$ cat config.mk
export PLATFORM = sky130hd
export DESIGN_NAME = apb4_slave_regfile
export DESIGN_NICKNAME = d
export VERILOG_FILES = /design/src/rtl/apb4_slave_regfile.sv
export SDC_FILE = /design/constraint.sdc
export NUM_CORES = 1
export LEC_CHECK = 0
export BUFFER_PORTS_ARGS = -buffer_cell sky130_fd_sc_hd__buf_2
export CAP_MARGIN = 20
export CORE_ASPECT_RATIO = 0.75
export CORE_MARGIN = 5
export CORE_UTILIZATION = 48
export DETAILED_ROUTE_END_ITERATION = 10
export GPL_ROUTABILITY_DRIVEN = 0
export PLACE_DENSITY = 0.73
export SLEW_MARGIN = 40
export SYNTH_ARGS = -nofsm -noshare
export SYNTH_HDL_FRONTEND = slang
export SYNTH_SLANG_ARGS = --single-unit
export TNS_END_PERCENT = 30
$ cat constraint.sdc
create_clock -name Pclk -period 1.88 [get_ports Pclk]
set_input_delay 0.094 -clock Pclk [delete_from_list [all_inputs] [get_ports Pclk]]
set_output_delay 0.094 -clock Pclk [all_outputs]
set_load 0.005 [all_outputs]
$ cat src/rtl/apb4_slave_regfile.sv
// APB4 completer with a byte-strobed register file.
// Wait states are configurable, and a bad address is reported on Pslverr.
// All registers and per-register write pulses are exported to downstream logic.
module apb4_slave_regfile #(
  parameter int ADDR_WIDTH  = 32,
  parameter int DATA_WIDTH  = 32,
  parameter int NUM_REGS    = 16,
  parameter int WAIT_STATES = 0
) (
  input  logic                           Pclk,
  input  logic                           Preset,
  input  logic                           Psel,
  input  logic                           Penable,
  input  logic                           Pwrite,
  input  logic [ADDR_WIDTH-1:0]          Paddr,
  input  logic [DATA_WIDTH-1:0]          Pwdata,
  input  logic [DATA_WIDTH/8-1:0]        Pstrb,
  output logic [DATA_WIDTH-1:0]          Prdata,
  output logic                           Pready,
  output logic                           Pslverr,
  output logic [NUM_REGS*DATA_WIDTH-1:0] reg_q,
  output logic [NUM_REGS-1:0]            wr_pulse
);

  localparam int STRB_W  = DATA_WIDTH / 8;
  localparam int ALIGN_W = $clog2(STRB_W);
  localparam int IDX_W   = (NUM_REGS > 1) ? $clog2(NUM_REGS) : 1;
  localparam logic [ADDR_WIDTH-1:0] ALIGN_MASK = ADDR_WIDTH'((1 << ALIGN_W) - 1);
  localparam logic [ADDR_WIDTH-1:0] NUM_REGS_A = ADDR_WIDTH'(NUM_REGS);
  localparam logic [3:0]            WAIT_INIT  = 4'(WAIT_STATES);

  typedef enum logic {IDLE, ACCESS} state_t;

  state_t                state_q, state_d;
  logic [3:0]            wait_cnt_q, wait_cnt_d;
  logic                  err_q, err_d;
  logic                  write_q, write_d;
  logic [IDX_W-1:0]      idx_q, idx_d;
  logic [DATA_WIDTH-1:0] prdata_q, prdata_d;
  logic [DATA_WIDTH-1:0] regs_q [NUM_REGS];
  logic [DATA_WIDTH-1:0] regs_d [NUM_REGS];
  logic [NUM_REGS-1:0]   wr_pulse_q, wr_pulse_d;

  logic [ADDR_WIDTH-1:0] word_addr;
  logic [IDX_W-1:0]      word_idx;
  logic                  addr_err;
  logic                  setup;
  logic                  access_ok;
  logic [DATA_WIDTH-1:0] rd_word;

  // Address decode for the transfer currently on the bus
  always_comb begin
    word_addr = Paddr >> ALIGN_W;
    word_idx  = word_addr[IDX_W-1:0];
    addr_err  = (|(Paddr & ALIGN_MASK)) || (word_addr >= NUM_REGS_A);
    setup     = Psel & ~Penable;
    access_ok = Psel & Penable;
    rd_word   = addr_err ? '0 : regs_q[word_idx];
  end

  // Next-state logic: transfer FSM, read capture, strobed write and pulse
  always_comb begin
    state_d    = state_q;
    wait_cnt_d = wait_cnt_q;
    err_d      = err_q;
    write_d    = write_q;
    idx_d      = idx_q;
    prdata_d   = prdata_q;
    regs_d     = regs_q;
    wr_pulse_d = '0;
    case (state_q)
      IDLE: begin
        if (setup) begin
          state_d    = ACCESS;
          err_d      = addr_err;
          write_d    = Pwrite;
          idx_d      = word_idx;
          wait_cnt_d = WAIT_INIT;
          if (!Pwrite) prdata_d = rd_word;
        end
      end
      ACCESS: begin
        if (!access_ok) begin
          state_d    = IDLE;
          wait_cnt_d = '0;
        end else if (wait_cnt_q != 4'd0) begin
          wait_cnt_d = wait_cnt_q - 4'd1;
        end else begin
          state_d = IDLE;
          if (write_q && !err_q) begin
            for (int unsigned b = 0; b < STRB_W; b++) begin
              if (Pstrb[b]) regs_d[idx_q][b*8 +: 8] = Pwdata[b*8 +: 8];
            end
            wr_pulse_d[idx_q] = 1'b1;
          end
        end
      end
      default: state_d = IDLE;
    endcase
  end

  // State registers with synchronous reset
  always_ff @(posedge Pclk) begin
    if (Preset) begin
      state_q    <= IDLE;
      wait_cnt_q <= '0;
      err_q      <= 1'b0;
      write_q    <= 1'b0;
      idx_q      <= '0;
      prdata_q   <= '0;
      regs_q     <= '{default: '0};
      wr_pulse_q <= '0;
    end else begin
      state_q    <= state_d;
      wait_cnt_q <= wait_cnt_d;
      err_q      <= err_d;
      write_q    <= write_d;
      idx_q      <= idx_d;
      prdata_q   <= prdata_d;
      regs_q     <= regs_d;
      wr_pulse_q <= wr_pulse_d;
    end
  end

  // Bus response and flattened register export
  always_comb begin
    Pready   = (state_q == ACCESS) && (wait_cnt_q == 4'd0) && !Preset;
    Pslverr  = Pready & err_q;
    Prdata   = prdata_q;
    wr_pulse = wr_pulse_q;
    reg_q    = '0;
    for (int unsigned i = 0; i < NUM_REGS; i++) begin
      reg_q[i*DATA_WIDTH +: DATA_WIDTH] = regs_q[i];
    end
  end

endmodule

==> flow_metrics.tcl, run 1 <==
set metrics [dict create \
    grtUsageMet1_pct 44.9 \
    rows 72 \
    die_w_um 273 \
    avgSynthCellArea_um2 8.87 \
    violations "negative setup slack" \
    antenna_found_initial 7 \
    synth_ff_type "dfxtp_1" \
    synth_edf_count 0 \
    cp-start-kind "flip-flop" \
    status "finished with violations" \
    fmax_mhz 502 \
    slowest_delay_ps 330 \
    powerDensity_mw_per_mm2 779 \
    synth.area.top_cells "dfxtp_1, mux2i_1, nand2_1" \
    clock_skew_ps 23.5 \
    drc 0 \
    cts_root_buf "clkbuf_16" \
    hp-start "Paddr[21]" \
    post-route-min-period_ps 1990 \
    yosysTopAreaCellShare_pct 45.8 \
    routed_via_density 5.86 \
    reg2regPathDepth 10 \
    crit_chain "inv_2, ha_4, and4bb_4, buf_4, nand2_4, buf_12, nor3_4, buf_12, mux2i_1, nor2_1" \
    area_delta_synth_final_pct 36.1 \
    synth_fp_nets 2887 \
    fin_area_mm2 0.0340 \
    synth-seq-area-share_pct 45.8 \
    drtIter0Drc 2672 \
    synth-seq-cells 571 \
    grt-ovfl-total 0 \
    finalMaxSlewViolations 0 \
    rsz0062_at_grt "yes" \
    end_kind "flip-flop" \
    clkTransAtPathRegs_ps 60 \
    r2r_end "reg_q[468]" \
    hpwl_um 73600 \
    cts_max_level 2 \
    drive_gt1_share_pct 36.2 \
    dr.pass1.iters 8 \
    power.total_mw 26.4 \
    whs_endpoint "err_q" \
    cts_sinks 571 \
    crit_required_ps 2340 \
    holdPathStages 5 \
    synthCells 2813 \
    vias 25285 \
    cp_num_buf_inv 4 \
    layout.nets 3643 \
    core-area_mm2 0.0515 \
    timing.final.crit_share_pct 106 \
    hold_viol_final 0 \
    synth_common_cells "dfxtp_1, nand2_1, mux2i_1" \
    worst_pin_slew_ps 855 \
    arrival_ps 2450 \
    grt_max_degree 162 \
    io_pins 635 \
    synth_area_leader_cell "dfxtp_1" \
    grt_first_pass_wirelength_um 149000 \
    initial_core_util_pct 48.4 \
    drv_cap 0 \
    cp_common_cell "buf_12" \
    first_global_vias 23587 \
    met3_usage_pct 13.4 \
    routed_wl_um 103000 \
    place_area_mm2 0.0306 \
    numPortBuffers 634 \
    path_max_fanout 8 \
    r2r_slack_ps -110 \
    cts_buffers 57 \
    die-area_mm2 0.0567 \
    clkLatencyLatePin_ps 610 \
    busiest_layer "met2" \
    synth.most_common_cell "dfxtp_1" \
    fin_tns_setup_ps -8370 \
    ant_nets 0 \
    avgRoutedWirePerCell_um 23.8 \
    power_leakage_nw 14.4 \
    async_flop_share_pct 0 \
    worstSetupPathType "reg2reg" \
    synth.distinct_cells 51 \
    worstHoldPathType "in2reg" \
    slowest_stage "dfxtp_2" \
    cts_tree "done" \
    relSlewSlack_pct 43.0 \
    layout_setup_ws_ps -112 \
    crit-reg2reg-launch "wait_cnt_q[1]" \
    met2_usage_pct 49.4 \
    setup_violations 215 \
    yosysWarnings 0 \
    clk_path_buf_depth 3 \
    critPathTopFamily "simple AND/OR/NAND/NOR gates" \
    global_route.usage.total_pct 33.6 \
    synth_area_mm2 0.0250 \
    die_y_um 207 \
    ir_drop_mv 0.684 \
]
kinds of logic (layout without fill, tap and decap cells):
family                   Yosys count  after routing  synth area share, %
AO/OA/AOI/OAI                    599            599                 13.9
XOR/XNOR                           3              3                0.105
adder cells (fa/ha/maj)            1              1               0.0501
buffers and inverters            237           1037                 3.88
flip-flops                       571            571                 45.8
multiplexers                     462            462                 19.3
other                              0              1                    0
AND/OR/NAND/NOR                  940            940                 17.0
per-layer routing:
metal	routed length [um]	up-vias
li1	-	11325
met1	41500	12082
met2	43600	1571
met3	13500	297
met4	4010	10
met5	57	-
layout make-up:
| cell class | count | area, um^2 |
|---|---|---|
| clock inverters | 26 | 315 |
| repair buffers | 930 | 6460 |
| diodes | 1 | 2.50 |
| well taps | 703 | 880 |
| inverters | 4 | 15.0 |
| multi-input cells | 2005 | 13200 |
| clock buffers | 77 | 1630 |
| fillers | 4203 | 17600 |
| flip-flops and latches | 571 | 11400 |
layout by cell type, fill, tap and decap left out, types with 12 or more instances in the layout:
cell,netlist,final
buf_2,29,631
dfxtp_1,571,567
nand2_1,545,516
mux2i_1,335,323
a21oi_1,310,273
nor2_1,273,258
buf_4,5,165
mux2_2,125,125
o21ai_0,130,114
clkbuf_16,0,63
buf_12,0,61
a221oi_1,60,59
dlygate4sd3_1,0,41
a21oi_2,0,37
nor3_4,29,36
o22ai_1,32,32
o221ai_1,31,31
a22oi_1,29,29
nand2_2,0,25
buf_6,3,24
or3_4,0,20
clkinv_2,0,16
nor3_2,17,12
registers in the layout, summed over array words and instances, names as in the netlist:
signal      count
wait_cnt_q      4
idx_q           4
reg_q         512
wr_pulse       16
write_q         1
state_q         1
err_q           1
Prdata         32
report_power, final:
part	switching [mW]	total, mW	internal, mW
registers	0.0149	12.1	12.1
logic	1.47	2.26	0.788
clock network	5.04	12.1	7.03
total	6.52	26.4	19.9
worst max path at each step:
stage                   from          to  slack, ps  cells past startpoint
2_1_floorplan  wait_cnt_q[0]  reg_q[191]        -90                      8
3_3_place_gp   wait_cnt_q[1]  reg_q[238]       -140                      8
3_5_place_dp   wait_cnt_q[1]  reg_q[232]       -190                      8
4_1_cts        wait_cnt_q[0]  reg_q[107]        -70                      9
5_1_grt        wait_cnt_q[1]     Pslverr       -200                      7
6_report       wait_cnt_q[1]  reg_q[468]       -110                     10
through the flow:
| stage | utilization (%) | setup WS, ps | cells | hold WS (ps) |
|---|---|---|---|---|
| 6_report | 65.9 | -112 | 4317 | 74.7 |
| 5_1_grt | 65.9 | -202 | 4317 | 66.0 |
| 4_1_cts | 64.5 | -74.6 | 4295 | 27.2 |
| 3_5_place_dp | 59.4 | -192 | 4145 | 399 |
| 3_3_place_gp | 59.4 | -138 | 4145 | 394 |
| 2_1_floorplan | - | -90.1 | 2813 | 227 |
timing repair:
| action | 4_1_cts | 5_1_grt |
|---|---|---|
| hold buffers | 41 | 0 |
| gates resized for setup | 57 | 146 |
| pin swaps | 37 | 55 |
| cloned | 0 | 4 |
| buffers inserted | 7 | 17 |
| endpoints found under the setup margin | 514 | 535 |
| hold endpoints to repair | 379 | 0 |
worst register-to-register path: stages, from the launching register on:
cell	delay, ps
dfxtp_2	330
inv_2	70
ha_4	130
and4bb_4	250
buf_4	130
nand2_4	70
buf_12	170
nor3_4	240
buf_12	170
mux2i_1	240
nor2_1	60
(Power assumes the default switching activity.)
==> inputs of run 2 (changes only) <==
--- a/config.mk
+++ b/config.mk
@@ -7,12 +7,11 @@
 export LEC_CHECK = 0
 export BUFFER_PORTS_ARGS = -buffer_cell sky130_fd_sc_hd__buf_2
 export CAP_MARGIN = 20
-export CORE_ASPECT_RATIO = 0.75
-export CORE_MARGIN = 5
-export CORE_UTILIZATION = 48
+export CORE_AREA = 2 2 245 247
 export DETAILED_ROUTE_END_ITERATION = 10
+export DIE_AREA = 0 0 247 249
 export GPL_ROUTABILITY_DRIVEN = 0
-export PLACE_DENSITY = 0.73
+export PLACE_DENSITY = 0.66
 export SLEW_MARGIN = 40
 export SYNTH_ARGS = -nofsm -noshare
 export SYNTH_HDL_FRONTEND = slang
==> flow_metrics.tcl, run 2 (same netlist as run 1, synthesis figures left out) <==
set metrics [dict create \
    numPortBuffers 634 \
    dr_wl_met3_um 9060 \
    dr.pass1.iters 8 \
    fin_area_mm2 0.0339 \
    layout_setup_ws_ps -102 \
    hpwl_um 71200 \
    cts_tree "done" \
    clk_path_buf_depth 3 \
    dpl_worst_slack_ps -165 \
    num-fill-cells 5166 \
    power.total_mw 27.2 \
    routed.top_layer "met4" \
    worstHoldPathType "in2reg" \
    hold_viol_final 0 \
    routed-wl-met2_um 42700 \
    grt_max_degree 161 \
    timing.hold.ws_ps 42.4 \
    relSlewSlack_pct 46.2 \
    cp-start-kind "flip-flop" \
    post-route-min-period_ps 1980 \
    violations "negative setup slack" \
    die_w_um 247 \
    finalMaxSlewViolations 0 \
    crit_required_ps 2370 \
    cts_sinks 571 \
    cts_max_level 2 \
    place_area_mm2 0.0305 \
    status "finished with violations" \
    rows 89 \
    end_kind "flip-flop" \
    drtIter0Drc 2178 \
    die_y_um 249 \
    arrival_ps 2470 \
    drc 0 \
    initial_core_util_pct 42.5 \
    clock_skew_ps 21.6 \
    drv_cap 0 \
    register_area_mm2 0.0114 \
    cts_buffers 61 \
    antenna_found_initial 2 \
    first_global_vias 22199 \
    clkLatencyLatePin_ps 640 \
    clkTransAtPathRegs_ps 70 \
    layout.nets 3594 \
    cts_root_buf "clkbuf_16" \
    met1_length_um 44000 \
    grt-ovfl-total 0 \
    powerDensity_mw_per_mm2 804 \
    global_route.usage.total_pct 30.5 \
    io_pins 635 \
    setup_violations 278 \
    largest_register_ffs 512 \
    worst_pin_slew_ps 807 \
    grt_first_pass_wirelength_um 144000 \
    rsz0062_at_grt "yes" \
    diodes 0 \
    core-area_mm2 0.0587 \
    ant_nets 0 \
    routed_wl_um 99400 \
    layout.cells.most_common "buf_2" \
    layout_common_cells "buf_2, dfxtp_1, nand2_1" \
    power_leakage_nw 14.3 \
    routed_via_density 5.65 \
    timing.final.crit_share_pct 105 \
    avgRoutedWirePerCell_um 22.9 \
    path_max_fanout 8 \
    area_delta_synth_final_pct 35.7 \
    worstSetupPathType "reg2reg" \
    vias 24532 \
    multiInputGateArea_mm2 0.0132 \
    ir_drop_mv 0.734 \
    drive_gt1_share_pct 34.7 \
    fmax_mhz 505 \
    die-area_mm2 0.0615 \
]
## run 2: cell count changes in the layout (fill, tap and decap cells not counted), moves of 6 or more
| cell | previous run | this run |
|---|---|---|
| buf_4 | 165 | 111 |
| clkbuf_8 | 9 | 24 |
| clkinv_2 | 16 | 6 |
| mux2i_1 | 323 | 329 |
| o21ai_0 | 114 | 129 |
| o21ai_1 | 10 | 1 |
| o21ai_2 | 6 | 0 |
## run 2: cell type report
cell class	instances	area share [%]
Clock buffer	98	5.69
Clock inverter	16	0.776
Inverter	4	0.0443
Multi-Input combinational cell	2005	38.9
Sequential cell	571	33.8
Tap cell	773	2.86
Timing Repair Buffer	877	18.0
## run 2: worst paths after layout
check | startpoint | end | slack, ps | depth (start not counted)
setup / recovery | wait_cnt_q[1] | reg_q[416] | -100 | 10
hold / removal | Penable | wait_cnt_q[0] | 40 | 4
setup reg to reg | wait_cnt_q[1] | reg_q[416] | -100 | 10
hold reg to reg | Prdata[11] | Prdata[11] | 430 | 2
## run 2: layer usage
layer  vias up  GRT usage (%)
met1     11934           43.8
met3       188           6.60
met4         0           10.4
met2      1159           45.0
met5         -              0
li1      11251              -
## run 2: critical path: stages, from the launching register on
cell and delay, ps:
dfxtp_2 320, inv_2 70, ha_4 130, and4bb_2 260, buf_6 160, nand2_8 80, buf_12 160, nor3_4 240
buf_12 160, mux2i_1 180, nor2_1 60
## run 2: through the flow
stage	setup TNS, ps	cells	utilization (%)
final	-9730	4344	57.7
after floorplan	-16190	2813	-
after global routing	-44970	4344	57.7
after global placement	-26380	4178	51.9
after detailed placement	-38440	4178	51.9
after CTS	-7350	4338	56.8
## run 2: repair_timing
| action | in CTS | in global routing |
|---|---|---|
| setup buffers | 4 | 3 |
| gates resized for setup | 47 | 117 |
| pin swaps | 18 | 59 |
| cloned | 0 | 3 |
| hold buffers | 42 | 0 |
| setup endpoints to repair | 479 | 487 |
| endpoints found under the hold margin | 485 | 0 |
## run 2: power by group
part / switching [mW] / internal (mW) / leakage [nW] / total, mW
clock network: 5.21 / 7.82 / 1.08 / 13.0
registers: 0.0130 / 12.1 / 4.60 / 12.1
logic: 1.38 / 0.696 / 8.64 / 2.07
total: 6.60 / 20.6 / 14.3 / 27.2
